[config.mk]
export PLATFORM = sky130hd
export DESIGN_NAME = ring_counter_param_flat
export DESIGN_NICKNAME = d
export VERILOG_FILES = /design/src/rtl/ring_counter_param_if.sv /design/src/rtl/ring_counter_param.sv /design/src/flat_wrapper.sv
export SDC_FILE = /design/constraint.sdc
export NUM_CORES = 1
export LEC_CHECK = 0
export CORE_AREA = 2 2 39 41
export CTS_CLUSTER_SIZE = 14
export DETAILED_ROUTE_END_ITERATION = 12
export DIE_AREA = 0 0 41 43
export GPL_TIMING_DRIVEN = 0
export PLACE_DENSITY_LB_ADDON = 0.05
export SLEW_MARGIN = 15
export SYNTH_ARGS = -nofsm -noshare
export SYNTH_HDL_FRONTEND = slang
export SYNTH_SLANG_ARGS = --single-unit
export TNS_END_PERCENT = 20
[constraint.sdc]
create_clock -name clk -period 2.2 [get_ports clk]
set_input_delay 0.22 -clock clk [delete_from_list [all_inputs] [get_ports clk]]
set_output_delay 0.22 -clock clk [all_outputs]
set_load 0.01 [all_outputs]
[src/rtl/ring_counter_param_if.sv]
// ring_counter_param_if: control/data bundle between a sequencer user and ring_counter_param
interface ring_counter_param_if #(parameter int WIDTH = 4);
  logic             en;
  logic             mode;
  logic             dir;
  logic             load;
  logic [WIDTH-1:0] load_val;
  logic [WIDTH-1:0] q;
  logic             wrap;
  logic             err;
  modport master (output en, mode, dir, load, load_val, input q, wrap, err);
  modport slave (input en, mode, dir, load, load_val, output q, wrap, err);
endinterface

[src/rtl/ring_counter_param.sv]
// ring_counter_param: one-hot ring / Johnson sequencer with load, wrap pulse and optional illegal-state correction (RING_SELF_CORRECT_EN)
module ring_counter_param #(
  parameter int WIDTH = 4
) (
  input logic                  clk,
  input logic                  clr,
  ring_counter_param_if.slave  bus
);
  logic [WIDTH-1:0] q_q, q_d, home, shift;
  logic             wrap_q, wrap_d, err_q, err_d, bad;
  // next state: clr > load > en > hold; an illegal state on an enabled shift may be forced home
  always_comb begin
    home   = bus.mode ? '0 : {{(WIDTH-1){1'b0}}, 1'b1};
    shift  = bus.mode ? (bus.dir ? {~q_q[0], q_q[WIDTH-1:1]} : {q_q[WIDTH-2:0], ~q_q[WIDTH-1]})
                      : (bus.dir ? {q_q[0], q_q[WIDTH-1:1]} : {q_q[WIDTH-2:0], q_q[WIDTH-1]});
`ifdef RING_SELF_CORRECT_EN
    bad    = bus.mode ? ($countones(q_q[WIDTH-1:1] ^ q_q[WIDTH-2:0]) > 1) : !$onehot(q_q);
`else
    bad    = 1'b0;
`endif
    q_d    = clr ? home : bus.load ? bus.load_val : !bus.en ? q_q : bad ? home : shift;
    wrap_d = !clr && !bus.load && bus.en && !bad && (shift == home);
    err_d  = !clr && !bus.load && bus.en && bad;
  end
  // state and pulse registers
  always_ff @(posedge clk) begin
    q_q    <= q_d;
    wrap_q <= wrap_d;
    err_q  <= err_d;
  end
  assign bus.q    = q_q;
  assign bus.wrap = wrap_q;
  assign bus.err  = err_q;
endmodule

[src/flat_wrapper.sv]
// flat-port wrapper written by rule: the top's interface ports become plain ports
module ring_counter_param_flat 
#(
  parameter int WIDTH = 4
)
  (clk, clr, bus_en, bus_mode, bus_dir, bus_load, bus_load_val, bus_q, bus_wrap, bus_err);
  ring_counter_param_if #(.WIDTH(WIDTH)) bus_i ();
  input logic clk;
  input logic clr;
  input wire logic [$bits(bus_i.en)-1:0] bus_en;
  input wire logic [$bits(bus_i.mode)-1:0] bus_mode;
  input wire logic [$bits(bus_i.dir)-1:0] bus_dir;
  input wire logic [$bits(bus_i.load)-1:0] bus_load;
  input wire logic [$bits(bus_i.load_val)-1:0] bus_load_val;
  output wire logic [$bits(bus_i.q)-1:0] bus_q;
  output wire logic [$bits(bus_i.wrap)-1:0] bus_wrap;
  output wire logic [$bits(bus_i.err)-1:0] bus_err;
  assign bus_i.en = bus_en;
  assign bus_i.mode = bus_mode;
  assign bus_i.dir = bus_dir;
  assign bus_i.load = bus_load;
  assign bus_i.load_val = bus_load_val;
  assign bus_q = bus_i.q;
  assign bus_wrap = bus_i.wrap;
  assign bus_err = bus_i.err;
  ring_counter_param #(.WIDTH(WIDTH)) u_core (.clk(clk), .clr(clr), .bus(bus_i));
endmodule
==> results.toml <==
[clocking]
clock_tree_sinks = 5
h-tree-depth = 1
cts_tree = "yes"
clk_latency_ns = 0.24
postCtsHoldBufs = 0
post_cts.repair.setup_buffers = 0
root_driver = "sky130_fd_sc_hd__clkbuf_4"
total_clock_buffers_created_by_cts = 3
post_cts_resize_count = 0
ctsLongestPathBuffers = 2
path_clk_slew_ns = 0.04

[setup_path]
critical_path_s_top_delay_family = "buffers and inverters"
cp.arrival_ns = 1.25
path_depth = 1
critPathMaxStageDelay_ns = 0.57
cp.required_ns = 1.98
path_class = "reg2out"
cpMaxStageDelayCell = "sky130_fd_sc_hd__clkdlybuf4s50_1"
critical_path.endpoint_type = "output port"
critPathBufInv = 1
critical_path.cell_chain = "clkdlybuf4s50_1"
timing.critical_path.fanout_max = 7
worstSetupStartpointType = "register"
worst_r2r_path_depth = 3

[synth]
synth_cell_types = 22
ys_async_sr_fraction_pct = 0
synth-edff-count = 4
ys.warnings.count = 0
sequential_area_share_after_synthesis_pct = 40.14
mappedNetlistNets = 43
synth_flop_cell = "sky130_fd_sc_hd__edfxtp_1"
synth_cells = 33
post_synth_instance_area_um2 = 349.1
syn_avg_cell_area_um2 = 10.58
synth_seq_cells = 5

[pwr]
switching_share_pct = 24.17
cellLeakagePower_nw = 0.1913
vdd.ir_drop.worst_v = 0.0003108
p_comb_share_pct = 24.4
internal_power_mw = 0.2261
power.density_nw_per_um2 = 578.4
clock_power_share_pct = 34.3
p_switching_mw = 0.07208
power_frac_seq_pct = 41.3

[drt]
detail_route.iter0.violations = 7
detail-route-antenna-nets = 0
drcViolationCount = 0
detail_route.wirelength_um = 781
detail_route.vias_per_cell = 4.723
average_routed_wire_per_standard_cell_um = 12.02
iteration_count_of_the_initial_detailed_routing_pass = 2
vias = 307

[floorplanning]
initial_utilization_pct = 25.23
design.die.area_um2 = 1763
floorplan.io_pins = 16
die_h_um = 43
die_w_um = 41
num_rows = 14
core_area_um2 = 1384

[global_route]
wire_length_of_the_first_global_routing_pass_mm = 1.380
grt_overflow = 0
antenna_found_initial = 0
gr-usage-all-layers_pct = 12.03
grt_start_max_net_pins = 11
first_global_vias = 293

[sta]
max_clock_skew_ns = 0.002192
fmax_ghz = 0.6804
timing.setup.tns_ns = 0
hold_viol = 0
post-route-min-period_ns = 1.470
worst_slack_ns = 0.7302
rsz_0062_raised_after_global_routing = "false"
setup_viol = 0
final_max_slew_viol_count = 0
fin_crit_share_pct = 66.81

[final_layout]
layout.nets = 60
area_growth_pct = 47.67
register_area_um2 = 140.1
nFillCells = 149
mostFrequentLayoutCells = "sky130_fd_sc_hd__clkdlybuf4s50_1 (12), sky130_fd_sc_hd__nor2_1 (4), sky130_fd_sc_hd__edfxtp_1 (4)"
stdcell_count = 65
most_common_cell_after_layout_fill_and_taps_aside = "sky130_fd_sc_hd__clkdlybuf4s50_1"
antennaDiodeCount = 0
finish.instance_area_um2 = 515.5
drive_above_1_share_pct = 14.29
area_of_combinational_cells_with_multiple_inputs_um2 = 185.2

[flow_run]
max_cap_viol_count = 0

[outcome]
status = "completed"

[hold_path]
hold_depth = 3
min-delay-path-class = "in2reg"

[placed_design]
hpwl_um = 579.4
number_of_placed_instances_with_taps_included = 61
count_of_input_and_output_buffers = 12
finalWeightedCongestion = 0.6423
pre_cts_ws_ns = 0.5826
area_of_placed_instances_um2 = 489.2
==> logic make-up (layout without fill, tap and decap cells) <==
| kind of cell | Yosys count | in the layout | synth area share, % |
|---|---|---|---|
| buffers and inverters | 3 | 19 | 6.809 |
| DFF | 5 | 5 | 40.14 |
| other | 1 | 1 | 1.074 |
| xor gates and xnor gates | 1 | 1 | 2.509 |
| AOI/OAI and AO/OA | 5 | 5 | 10.75 |
| and+or+nand+nor | 14 | 14 | 26.52 |
| muxes | 4 | 4 | 12.19 |
==> through the flow <==
stage / utilization (%) / total power [mW] / hold slack [ns]
4_1_cts: 37.25 / 0.3042 / 0.2864
3_3_place_gp: 35.35 / 0.1966 / 0.5416
5_1_grt: 37.25 / 0.3179 / 0.2999
3_5_place_dp: 35.35 / 0.1979 / 0.5380
2_1_floorplan: - / 0.1592 / 0.3834
6_report: 37.25 / 0.2982 / 0.2903
==> power by group through the flow <==
stage | Combinational (mW) | Clock (mW) | Sequential, mW
finish | 0.0727 | 0.102 | 0.123
global route | 0.0803 | 0.113 | 0.125
CTS | 0.0735 | 0.107 | 0.123
detailed placement | 0.0731 | 0 | 0.125
global placement | 0.0722 | 0 | 0.124
floorplan | 0.0336 | 0 | 0.126
==> final timing paths <==
check	from	to	slack, ns
max	u_core.bus.q[3]	bus_q[3]	0.73
min	bus_load	u_core.bus.wrap	0.29
max reg2reg	u_core.bus.q[3]	u_core.bus.q[0]	0.91
min reg2reg	u_core.bus.q[0]	u_core.bus.wrap	0.58
==> routing by layer <==
layer	GRT usage [%]	part of all wire, %	vias up	wire (um)
li1	-	-	157	-
met1	16.12	45	139	352
met2	16.25	47	11	366
met3	7.853	7.9	0	62
met4	2.000	0	0	0
met5	0	0	-	0
==> area by class of cell <==
class,count,share of cell area (%)
sequential,5,27.18
timing repair buffer,12,23.30
multi-input combinational,25,35.92
buffer,3,4.612
clock buffer,4,5.097
tap,16,3.883
==> flip-flops by register name, indices dropped and copies added, names as in the netlist <==
| name | cells |
|---|---|
| u_core.bus.wrap | 1 |
| u_core.bus.q | 4 |
==> synth_stat cells, types with 2 or more instances <==
cell type | count | area, um^2
sky130_fd_sc_hd__edfxtp_1 | 4 | 120.1
sky130_fd_sc_hd__a211oi_1 | 2 | 15.01
sky130_fd_sc_hd__nor3b_1 | 3 | 22.52
sky130_fd_sc_hd__nor2_1 | 4 | 15.01
sky130_fd_sc_hd__mux2_1 | 2 | 22.52
sky130_fd_sc_hd__mux2i_1 | 2 | 20.02
(Power assumes the default switching activity.)
